File: src/rtl/sinalizador_jogadores_pkg.sv
// Shared definitions for the player LED panel: state encoding, player
// count and the "no player" index.
package sinalizador_jogadores_pkg;

    typedef enum logic [1:0] {
        OCIOSO  = 2'd0,
        MOSTRA  = 2'd1,
        ANUNCIO = 2'd2,
        FIM     = 2'd3
    } estado_t;

    localparam logic [2:0] JOG_NENHUM    = 3'd7;
    localparam int         NUM_JOGADORES = 5;

    // Indices 0..NUM_JOGADORES-1 name a player; anything above means "none".
    function automatic logic jogador_valido(input logic [2:0] idx);
        return idx < 3'(NUM_JOGADORES);
    endfunction

endpackage

File: src/rtl/sinalizador_jogadores_if.sv
// Bundle of the panel control inputs and the LED/status outputs.
// master = whoever drives the panel requests, slave = the panel itself.
interface sinalizador_jogadores_if;

    logic       mostra;
    logic       confirma;
    logic [2:0] jogador_atual;
    logic [2:0] jogador_escolhido;
    logic [4:0] leds_jogadores;
    logic       ocupado;
    logic       fim_anuncio;
    logic [1:0] db_estado;

    modport master (
        output mostra, confirma, jogador_atual, jogador_escolhido,
        input  leds_jogadores, ocupado, fim_anuncio, db_estado
    );

    modport slave (
        input  mostra, confirma, jogador_atual, jogador_escolhido,
        output leds_jogadores, ocupado, fim_anuncio, db_estado
    );

endinterface

File: src/rtl/sinalizador_jogadores_gerador_tick.sv
// Blink time base: counts 0..BLINK_DIV-1 and wraps, flagging the last
// count as a tick. A synchronous clear restarts the count at 0.
module gerador_tick #(
    parameter int BLINK_DIV = 25000000
) (
    input  logic clock,
    input  logic reset,
    input  logic limpa,
    output logic tick
);

    localparam int          W      = (BLINK_DIV > 1) ? $clog2(BLINK_DIV) : 1;
    localparam logic [W-1:0] ULTIMO = W'(BLINK_DIV - 1);

    logic [W-1:0] contagem;

    // Free-running divider with synchronous clear.
    // NOTE: sequential state uses non-blocking (<=) so every flop samples
    // the pre-edge values and simulation matches the synthesized netlist.
    always_ff @(posedge clock or negedge reset) begin
        if (!reset) begin
            contagem <= '0;
        end else if (limpa || contagem == ULTIMO) begin
            contagem <= '0;
        end else begin
            contagem <= contagem + W'(1);
        end
    end

    assign tick = (contagem == ULTIMO);

endmodule

File: src/rtl/sinalizador_jogadores.sv
// Player LED panel: shows whose turn it is, blinks the selected player
// and, on confirmation, flashes the chosen player N_FLASH times.
module sinalizador_jogadores
    import sinalizador_jogadores_pkg::*;
#(
    parameter int BLINK_DIV = 25000000,
    parameter int N_FLASH   = 3
) (
    input  logic                    clock,
    input  logic                    reset,
    sinalizador_jogadores_if.slave  bus
);

    localparam int                 FLASH_W      = (2 * N_FLASH > 1) ? $clog2(2 * N_FLASH) : 1;
    localparam logic [FLASH_W-1:0] FLASH_ULTIMO = FLASH_W'(2 * N_FLASH - 1);

    estado_t              estado, estado_prox;
    logic                 fase;
    logic [2:0]           alvo;
    logic [FLASH_W-1:0]   cnt_flash;
    logic [2:0]           atual_q;
    logic [2:0]           escolhido_q;
    logic                 tick;
    logic                 inicia_anuncio;
    logic                 limpa_blink;

    // Player index to LED mask; indices 5..7 light nothing.
    function automatic logic [NUM_JOGADORES-1:0] um_quente(input logic [2:0] idx);
        case (idx)
            3'd0:    return 5'b00001;
            3'd1:    return 5'b00010;
            3'd2:    return 5'b00100;
            3'd3:    return 5'b01000;
            3'd4:    return 5'b10000;
            default: return 5'b00000;
        endcase
    endfunction

    // The blink phase restarts whenever a display period begins afresh.
    assign limpa_blink = inicia_anuncio || (estado == OCIOSO) || (estado == FIM);

    gerador_tick #(
        .BLINK_DIV (BLINK_DIV)
    ) u_gerador_tick (
        .clock (clock),
        .reset (reset),
        .limpa (limpa_blink),
        .tick  (tick)
    );

    // State register.
    always_ff @(posedge clock or negedge reset) begin
        if (!reset) begin
            estado <= OCIOSO;
        end else begin
            estado <= estado_prox;
        end
    end

    // Next-state logic; leaving MOSTRA on mostra=0 wins over a confirmation.
    // NOTE: every variable gets a default before the case so no path leaves
    // it unassigned, which would otherwise infer a latch.
    always_comb begin
        estado_prox    = estado;
        inicia_anuncio = 1'b0;
        case (estado)
            OCIOSO: begin
                if (bus.mostra) estado_prox = MOSTRA;
            end
            MOSTRA: begin
                if (!bus.mostra) begin
                    estado_prox = OCIOSO;
                end else if (bus.confirma && jogador_valido(bus.jogador_escolhido)) begin
                    estado_prox    = ANUNCIO;
                    inicia_anuncio = 1'b1;
                end
            end
            ANUNCIO: begin
                if (tick && cnt_flash == FLASH_ULTIMO) estado_prox = FIM;
            end
            FIM: begin
                estado_prox = bus.mostra ? MOSTRA : OCIOSO;
            end
        endcase
    end

    // Blink phase, announcement target, flash count and sampled player indices.
    // NOTE: only control/datapath flops are reset here; every one has a
    // defined power-up value because the outputs decode directly from them.
    always_ff @(posedge clock or negedge reset) begin
        if (!reset) begin
            fase        <= 1'b1;
            alvo        <= JOG_NENHUM;
            cnt_flash   <= '0;
            atual_q     <= JOG_NENHUM;
            escolhido_q <= JOG_NENHUM;
        end else begin
            atual_q     <= bus.jogador_atual;
            escolhido_q <= bus.jogador_escolhido;
            if (inicia_anuncio) begin
                alvo      <= bus.jogador_escolhido;
                fase      <= 1'b1;
                cnt_flash <= '0;
            end else if (estado == OCIOSO || estado == FIM) begin
                fase      <= 1'b1;
                cnt_flash <= '0;
            end else if (tick) begin
                fase <= ~fase;
                if (estado == ANUNCIO) cnt_flash <= cnt_flash + FLASH_W'(1);
            end
        end
    end

    // Outputs decoded from registered state only.
    always_comb begin
        bus.leds_jogadores = '0;
        bus.ocupado        = 1'b0;
        bus.fim_anuncio    = 1'b0;
        case (estado)
            OCIOSO: ;
            MOSTRA: begin
                bus.leds_jogadores = um_quente(atual_q) |
                                     (fase ? um_quente(escolhido_q) : 5'b00000);
            end
            ANUNCIO: begin
                bus.leds_jogadores = fase ? um_quente(alvo) : 5'b00000;
                bus.ocupado        = 1'b1;
            end
            FIM: begin
                bus.fim_anuncio = 1'b1;
            end
        endcase
    end

    assign bus.db_estado = estado;

endmodule
File: src/flat_wrapper.sv
// flat-port wrapper written by rule: the top's interface ports become plain ports
module sinalizador_jogadores_flat import sinalizador_jogadores_pkg::*;
#(
    parameter int BLINK_DIV = 25000000,
    parameter int N_FLASH   = 3
)
  (clock, reset, bus_mostra, bus_confirma, bus_jogador_atual, bus_jogador_escolhido, bus_leds_jogadores, bus_ocupado, bus_fim_anuncio, bus_db_estado);
  sinalizador_jogadores_if bus_i ();
  input  logic clock;
  input  logic reset;
  input wire logic [$bits(bus_i.mostra)-1:0] bus_mostra;
  input wire logic [$bits(bus_i.confirma)-1:0] bus_confirma;
  input wire logic [$bits(bus_i.jogador_atual)-1:0] bus_jogador_atual;
  input wire logic [$bits(bus_i.jogador_escolhido)-1:0] bus_jogador_escolhido;
  output wire logic [$bits(bus_i.leds_jogadores)-1:0] bus_leds_jogadores;
  output wire logic [$bits(bus_i.ocupado)-1:0] bus_ocupado;
  output wire logic [$bits(bus_i.fim_anuncio)-1:0] bus_fim_anuncio;
  output wire logic [$bits(bus_i.db_estado)-1:0] bus_db_estado;
  assign bus_i.mostra = bus_mostra;
  assign bus_i.confirma = bus_confirma;
  assign bus_i.jogador_atual = bus_jogador_atual;
  assign bus_i.jogador_escolhido = bus_jogador_escolhido;
  assign bus_leds_jogadores = bus_i.leds_jogadores;
  assign bus_ocupado = bus_i.ocupado;
  assign bus_fim_anuncio = bus_i.fim_anuncio;
  assign bus_db_estado = bus_i.db_estado;
  sinalizador_jogadores #(.BLINK_DIV(BLINK_DIV), .N_FLASH(N_FLASH)) u_core (.clock(clock), .reset(reset), .bus(bus_i));
endmodule
File: config.mk
export PLATFORM = sky130hd
export DESIGN_NAME = sinalizador_jogadores_flat
export DESIGN_NICKNAME = d
export VERILOG_FILES = /design/src/rtl/sinalizador_jogadores_pkg.sv /design/src/rtl/sinalizador_jogadores_if.sv /design/src/rtl/sinalizador_jogadores_gerador_tick.sv /design/src/rtl/sinalizador_jogadores.sv /design/src/flat_wrapper.sv
export SDC_FILE = /design/constraint.sdc
export NUM_CORES = 1
export LEC_CHECK = 0
export CAP_MARGIN = 20
export CORE_ASPECT_RATIO = 0.9
export CORE_MARGIN = 2
export CORE_UTILIZATION = 40
export DETAILED_ROUTE_END_ITERATION = 16
export PLACE_DENSITY = 0.62
export SYNTH_ARGS = -nofsm -noshare
export SYNTH_HDL_FRONTEND = slang
export SYNTH_HIERARCHICAL = 1
export SYNTH_SLANG_ARGS = --single-unit
File: constraint.sdc
create_clock -name clock -period 6.8 [get_ports clock]
set_input_delay 1.7 -clock clock [delete_from_list [all_inputs] [get_ports clock]]
set_output_delay 1.7 -clock clock [all_outputs]
set_load 0.1 [all_outputs]
# Word level (Yosys, flattened, before mapping)
# Index checks and enable logic that the tools add are counted.
[classes]
n_reduce_logical = 14
n_mux = 27
n_bitwise = 2
n_lt_le_gt_ge = 1
eq_ne = 20
addsub = 2
[ops]
columns = ["op", "n"]
rows = [
  ["case mux 5 bit (5 select lines)", 3],
  ["adder 25 x 1 -> 25 bit (second input constant)", 1],
  ["equality test 25 bit (second input constant)", 1],
  ["2-to-1 mux 25 bit", 1],
  ["2-to-1 mux 5 bit", 4],
  ["equality test 3 x 2 -> 1 bit (second input constant)", 6],
  ["equality test 3 bit (second input constant)", 4],
  ["2-to-1 mux 3 bit", 4],
  ["case mux 5 bit (2 select lines)", 1],
  ["equality test 3 x 1 -> 1 bit (second input constant)", 3],
  ["zero test 3 bit", 3],
  ["2-to-1 mux 1 bit", 9],
  ["2-to-1 mux 2 bit", 4],
  ["case mux 2 bit (4 select lines)", 1],
  ["nonzero test 3 bit", 2],
  ["OR 5 bit", 1],
  ["equality test 2 bit (second input constant)", 2],
  ["logical OR 1 bit", 4],
  ["adder 3 x 1 -> 3 bit (second input constant)", 1],
  ["less-than comparator 3 bit (second input constant)", 1],
  ["!= test 3 x 2 -> 1 bit (second input constant)", 1],
  ["AND reduction 3 bit", 1],
  ["equality test 2 x 1 -> 1 bit (second input constant)", 1],
  ["logical AND 1 bit", 2],
  ["5 further kinds", 5],
]
[word_totals]
out_inout_bits = 9
input_bits = 10
reg_bits = 40
elab_cells = 73

# Depth between registers and ports, before layout
[logic_depth]
ltp_word = 9
ltp_mapped = 9
depth_no_buf = 8

# Cells and area by module
# The synthesis kept the hierarchy.
[modules_own_cells]
columns = ["mod", "area_per_inst_um2", "seq_area_each_um2", "cells_each", "instances"]
rows = [
  ["gerador_tick", 1327.5, 625.6, 141, 1],
  ["sinalizador_jogadores", 853.3, 387.9, 85, 1],
]

# Least setup slack after synthesis
# OpenSTA, ideal clock, no wires.
[synth_timing]
kind = "flip-flop to output port"
start = "register with a tool-made name"
end = "output bus_leds_jogadores[2]"
slack_ns = 0.355
t_arrival_ns = 4.745
required_time_ns = 5.100
stages_incl_launch_ff = 5
cell_sequence = "dfrtp_1 > ha_1 > nand2_1 > or4_1 > a21boi_0"
[synth_lines]
columns = ["item", "line_no", "source"]
rows = [
  ["to (decl)", "flat_wrapper.sv:15", "output wire logic [$bits(bus_i.leds_jogadores)-1:0] bus_leds_jogadores;"],
]

# Final worst setup path
[layout_timing]
start = "register u_core.estado[0] (netlist: u_core/bus.db_estado[0])"
end = "output bus_leds_jogadores[2]"
[layout_via]
elab_chain_cells = 2
[layout_rtl]
columns = ["item", "line_no", "source"]
rows = [
  ["from (decl)", "sinalizador_jogadores.sv:17", "estado_t estado, estado_prox;"],
  ["from (signal assigned)", "sinalizador_jogadores.sv:56", "estado <= estado_prox;"],
  ["equality test 2 bit / equality test 2 x 1 -> 1 bit (equally long branches)", "sinalizador_jogadores.sv:119", "case (estado)"],
  ["case mux 5 bit (2 select lines) *", "sinalizador_jogadores.sv:119", ""],
]
# Every way passes the cells marked *; elsewhere a longest branch is shown, timed or not.

==> results by group <==
Yosys
  – Nets in the synthesized netlist: ~240
  – Top cells by area in the synthesized netlist: sky130_fd_sc_hd__dfrtp_1 34%, sky130_fd_sc_hd__dfstp_2 12%, sky130_fd_sc_hd__nor2_1 4.3%, sky130_fd_sc_hd__ha_1 4.0%, sky130_fd_sc_hd__xnor2_1 4.0%
  – Share of the synthesized area in the top cell type: 0.344
  – Synth Instances: 226
  – Mean instance size in the synthesized netlist: just under 10 sq um
  – Sequential-to-total area share from yosys stat: 0.465
  – Cell area after technology mapping: 0.00218 sq mm
  – Distinct cell type count after synthesis: 45
  – Flip-flop and latch count after synthesis: 40
  – Yosys Warn Count: 6
  – Area leader, netlist: sky130_fd_sc_hd__dfrtp_1

Setup path
  – Critical Path Max Stage Delay: between 1 and 1.5 ns
  – Worst Path Max Fanout: 6
  – Worst path buffer plus inverter count: 2
  – Arrival time reported for the critical path endpoint: a little under 3 ns
  – Crit start category: flip-flop
  – Classification of the worst setup path: reg2out
  – Chain of cells forming the critical path: inv_1 > ha_1 > nand2_1 > or4_1 > a21boi_0 > clkdlybuf4s50_1
  – Worst r2r src: u_core/u_gerador_tick/contagem[0]
  – CP delay by family, top: buffers and inverters
  – Critical Path Source: u_core/bus.db_estado[0]
  – Slowest-stage cell, CP: sky130_fd_sc_hd__clkdlybuf4s50_1
  – Critical path data required time: just over 5 ns
  – Nature of the critical path endpoint: output port

Timing
  – Final clock period utilization by the worst path: 0.680
  – Tightest Pin Transition: roughly 0.98 ns
  – RSZ-0062 raised after global routing: false
  – Layout Skew: between 0.006 and 0.007 ns
  – Total negative slack: 0 ns
  – Achievable clock frequency: ~0.22 GHz
  – Final critical delay including setup and external delays: approximately 4.6 ns
  – Final number of max-transition violations: 0
  – Final Hold Vio Count: 0
  – Setup slack after layout: 2.18 ns
  – Slew margin rel.: 0.346
  – Final setup violation count: 0

Worst hold path
  – Hold WC Path Type: reg2reg
  – Worst Hold Launch: u_core/u_gerador_tick/contagem[0]

Place
  – Placed wire-length estimate after detailed placement: 2.93 mm
  – Worst setup slack before clock tree synthesis: 2.49 ns
  – Routability congestion estimate from global placement: 0.743
  – Number of port buffers: 18

Drt
  – Sum of routed wire length over all layers: about 4.2 mm
  – Initial DRC Count: between 100 and 150
  – Detailed-router iteration count before antenna repair: 4
  – Final ANT Viol Nets: 0
  – Via Count: roughly 1700
  – Via-to-Cell Ratio: roughly 5.3
  – Mean routed wirelength per cell: ~13 um
  – Total DRC errors in the routed layout: 0

Global route
  – Pin count of the biggest net entering global routing: 41
  – Via count of the first global-routing pass: between 1500 and 2000
  – Initial antenna violation count: 0
  – Wire length of the first global-routing pass: roughly 7.1 mm
  – Global-route usage over all layers: 0.152
  – Global route total overflow: 0

Clock network
  – Resized cells post-CTS: 0
  – Clock tree from TritonCTS: done
  – Clock transition at the registers of the reported paths: 0.08 ns
  – TritonCTS sink count: 40
  – Bufs on Longest Clock Path: 2
  – Worst-skew pair later-pin latency: approximately 0.29 ns
  – Hold buffer count at CTS: 0
  – Clock Tree Root: sky130_fd_sc_hd__clkbuf_8
  – Inserted Clock Buffers: 5
  – H-tree depth reported by CTS: 2
  – Post-CTS Setup Repair Bufs: 0

Floorplan
  – Die height: approximately 74 um
  – Core footprint: ~0.0053 sq mm
  – Initial core utilization: 0.415
  – Die area: just over 0.006 sq mm
  – Number of standard-cell rows in the floorplan: 25
  – Die X-Extent: approximately 80 um
  – Top Ports: 19

Pwr
  – Combinational group share of total power: 0.371
  – Fraction of power spent switching nets: 0.398
  – NetSw: about 0.31 mW
  – Portion of total power attributed to sequential cells: 0.375
  – Internal power: approximately 0.46 mW
  – Worst supply voltage drop on vdd: between 100 and 150 uV
  – Clock power frac: 0.254
  – Pwr Density: a little over 300 mW/mm^2
  – Static leakage: roughly 0.95 nW
  – Overall power consumption: 0.770 mW

Run status
  – Status: finished clean

Final layout
  – Fraction of layout instances using a drive strength above 1: 0.121
  – Util after Layout: 0.482
  – Count of inserted antenna diode cells: 0
  – Layout overhead on the synthesized area: 16.1%
  – Fillers: 487
  – Final-stage net count: about 260

Run
  – Count of max-cap constraint violations: 0
-- worst register-to-register path, cell delays in order (launching register included) --
cell	delay (ns)
sky130_fd_sc_hd__dfrtp_1	0.38
sky130_fd_sc_hd__ha_1	0.24
sky130_fd_sc_hd__nand2_1	0.17
sky130_fd_sc_hd__or4b_1	0.61
sky130_fd_sc_hd__nor3_1	0.47
sky130_fd_sc_hd__a31oi_1	0.27
sky130_fd_sc_hd__or4_1	0.54
sky130_fd_sc_hd__o21ai_0	0.09
-- power by group through the flow --
stage          logic (mW)  clock network, mW  registers, mW
4_1_cts             0.279              0.203          0.289
6_report            0.286              0.195          0.289
3_5_place_dp        0.278                  0          0.294
3_3_place_gp        0.278                  0          0.292
5_1_grt             0.315              0.214          0.293
2_1_floorplan       0.182                  0          0.325
-- registers in the layout, indices dropped and copies added, names as in the netlist, named ones only --
name                            count
u_core/alvo                         3
u_core/atual_q                      3
u_core/bus.db_estado                1
u_core/cnt_flash                    3
u_core/escolhido_q                  3
u_core/fase                         1
u_core/u_gerador_tick/contagem     25
-- cells in the mapped netlist, drive strengths merged --
| cell | n |
|---|---|
| nor2 | 25 |
| ha | 7 |
| and2 | 2 |
| a2111oi | 1 |
| inv | 14 |
| or2b | 1 |
| nand3b | 1 |
| nor3b | 1 |
| nor2b | 1 |
| dfrtp | 30 |
| nor3 | 7 |
| xor2 | 4 |
| a21oi | 14 |
| mux2 | 3 |
| nand3 | 14 |
| a21boi | 4 |
| and4 | 2 |
| and3 | 1 |
| a32oi | 2 |
| a31oi | 1 |
| dfstp | 10 |
| or3 | 6 |
| clkbuf | 3 |
| buf | 3 |
| nand4 | 4 |
| nor4 | 3 |
| or4 | 10 |
| a32o | 1 |
| mux2i | 1 |
| o31ai | 8 |
| xnor2 | 10 |
| or4b | 1 |
| o22ai | 2 |
| and2b | 1 |
| nand2 | 17 |
| o21ai | 11 |
-- routing by layer --
metal | share of wire | global-route usage
met4 | 0.0053 | 0.0426
met5 | 0 | 0
met1 | 0.50 | 0.204
met3 | 0.036 | 0.0425
met2 | 0.46 | 0.243
-- cell usage in the layout (no fill, tap or decap), types with 2 or more instances in the layout --
cell type / count
sky130_fd_sc_hd__clkbuf_8: 5
sky130_fd_sc_hd__nand2_1: 17
sky130_fd_sc_hd__inv_1: 14
sky130_fd_sc_hd__and4_1: 2
sky130_fd_sc_hd__dfstp_2: 10
sky130_fd_sc_hd__o22ai_1: 2
sky130_fd_sc_hd__nor3_1: 7
sky130_fd_sc_hd__or4_1: 8
sky130_fd_sc_hd__nand3_1: 14
sky130_fd_sc_hd__a21boi_0: 3
sky130_fd_sc_hd__a21oi_1: 13
sky130_fd_sc_hd__or3_1: 6
sky130_fd_sc_hd__clkdlybuf4s50_1: 17
sky130_fd_sc_hd__o21ai_0: 10
sky130_fd_sc_hd__xor2_1: 4
sky130_fd_sc_hd__or4_4: 2
sky130_fd_sc_hd__mux2_2: 3
sky130_fd_sc_hd__nor4_1: 3
sky130_fd_sc_hd__ha_1: 7
sky130_fd_sc_hd__o31ai_1: 7
sky130_fd_sc_hd__dfrtp_1: 30
sky130_fd_sc_hd__nor2_1: 25
sky130_fd_sc_hd__a32oi_1: 2
sky130_fd_sc_hd__nand4_1: 3
sky130_fd_sc_hd__xnor2_1: 10
-- logic make-up after synthesis --
group / after synthesis / share of synthesized area
xor+xnor: 14 / 0.0562
simple gates: 97 / 0.242
mux: 4 / 0.0201
buf+inv: 20 / 0.0402
flops: 40 / 0.465
compound gates: 44 / 0.137
fa+ha+maj: 7 / 0.0402
-- final timing paths --
kind	end	cells after the start	slack (ns)
hold reg to reg	u_core/u_gerador_tick/contagem[0]	1	0.47
hold / removal	u_core/u_gerador_tick/contagem[0]	1	0.47
setup reg to reg	u_core/bus.db_estado[0]	7	3.96
setup / recovery	bus_leds_jogadores[2]	6	2.18
max in group asynchronous	u_core/cnt_flash[0]	1	4.74
min in group asynchronous	u_core/u_gerador_tick/contagem[13]	1	1.52
-- stage by stage --
stage               cells  instance area, sq um  hold WS [ns]
finish                314                  2530         0.468
detailed placement    305                  2400         0.461
global placement      305                  2400         0.454
floorplan             226                  2180         0.433
global route          314                  2530         0.495
CTS                   313                  2520         0.471
-- cell type report --
type                    count  area (sq um)  share of cell area
flip-flops and latches     40          1010               0.400
clock inverters             3          46.3              0.0183
repair buffers             19           186              0.0737
inverters                  14          52.6              0.0208
well taps                  67          83.8              0.0331
clock buffers               5          68.8              0.0272
multi-input cells         166          1080               0.427
No activity file was read; power rests on OpenSTA's default activity.
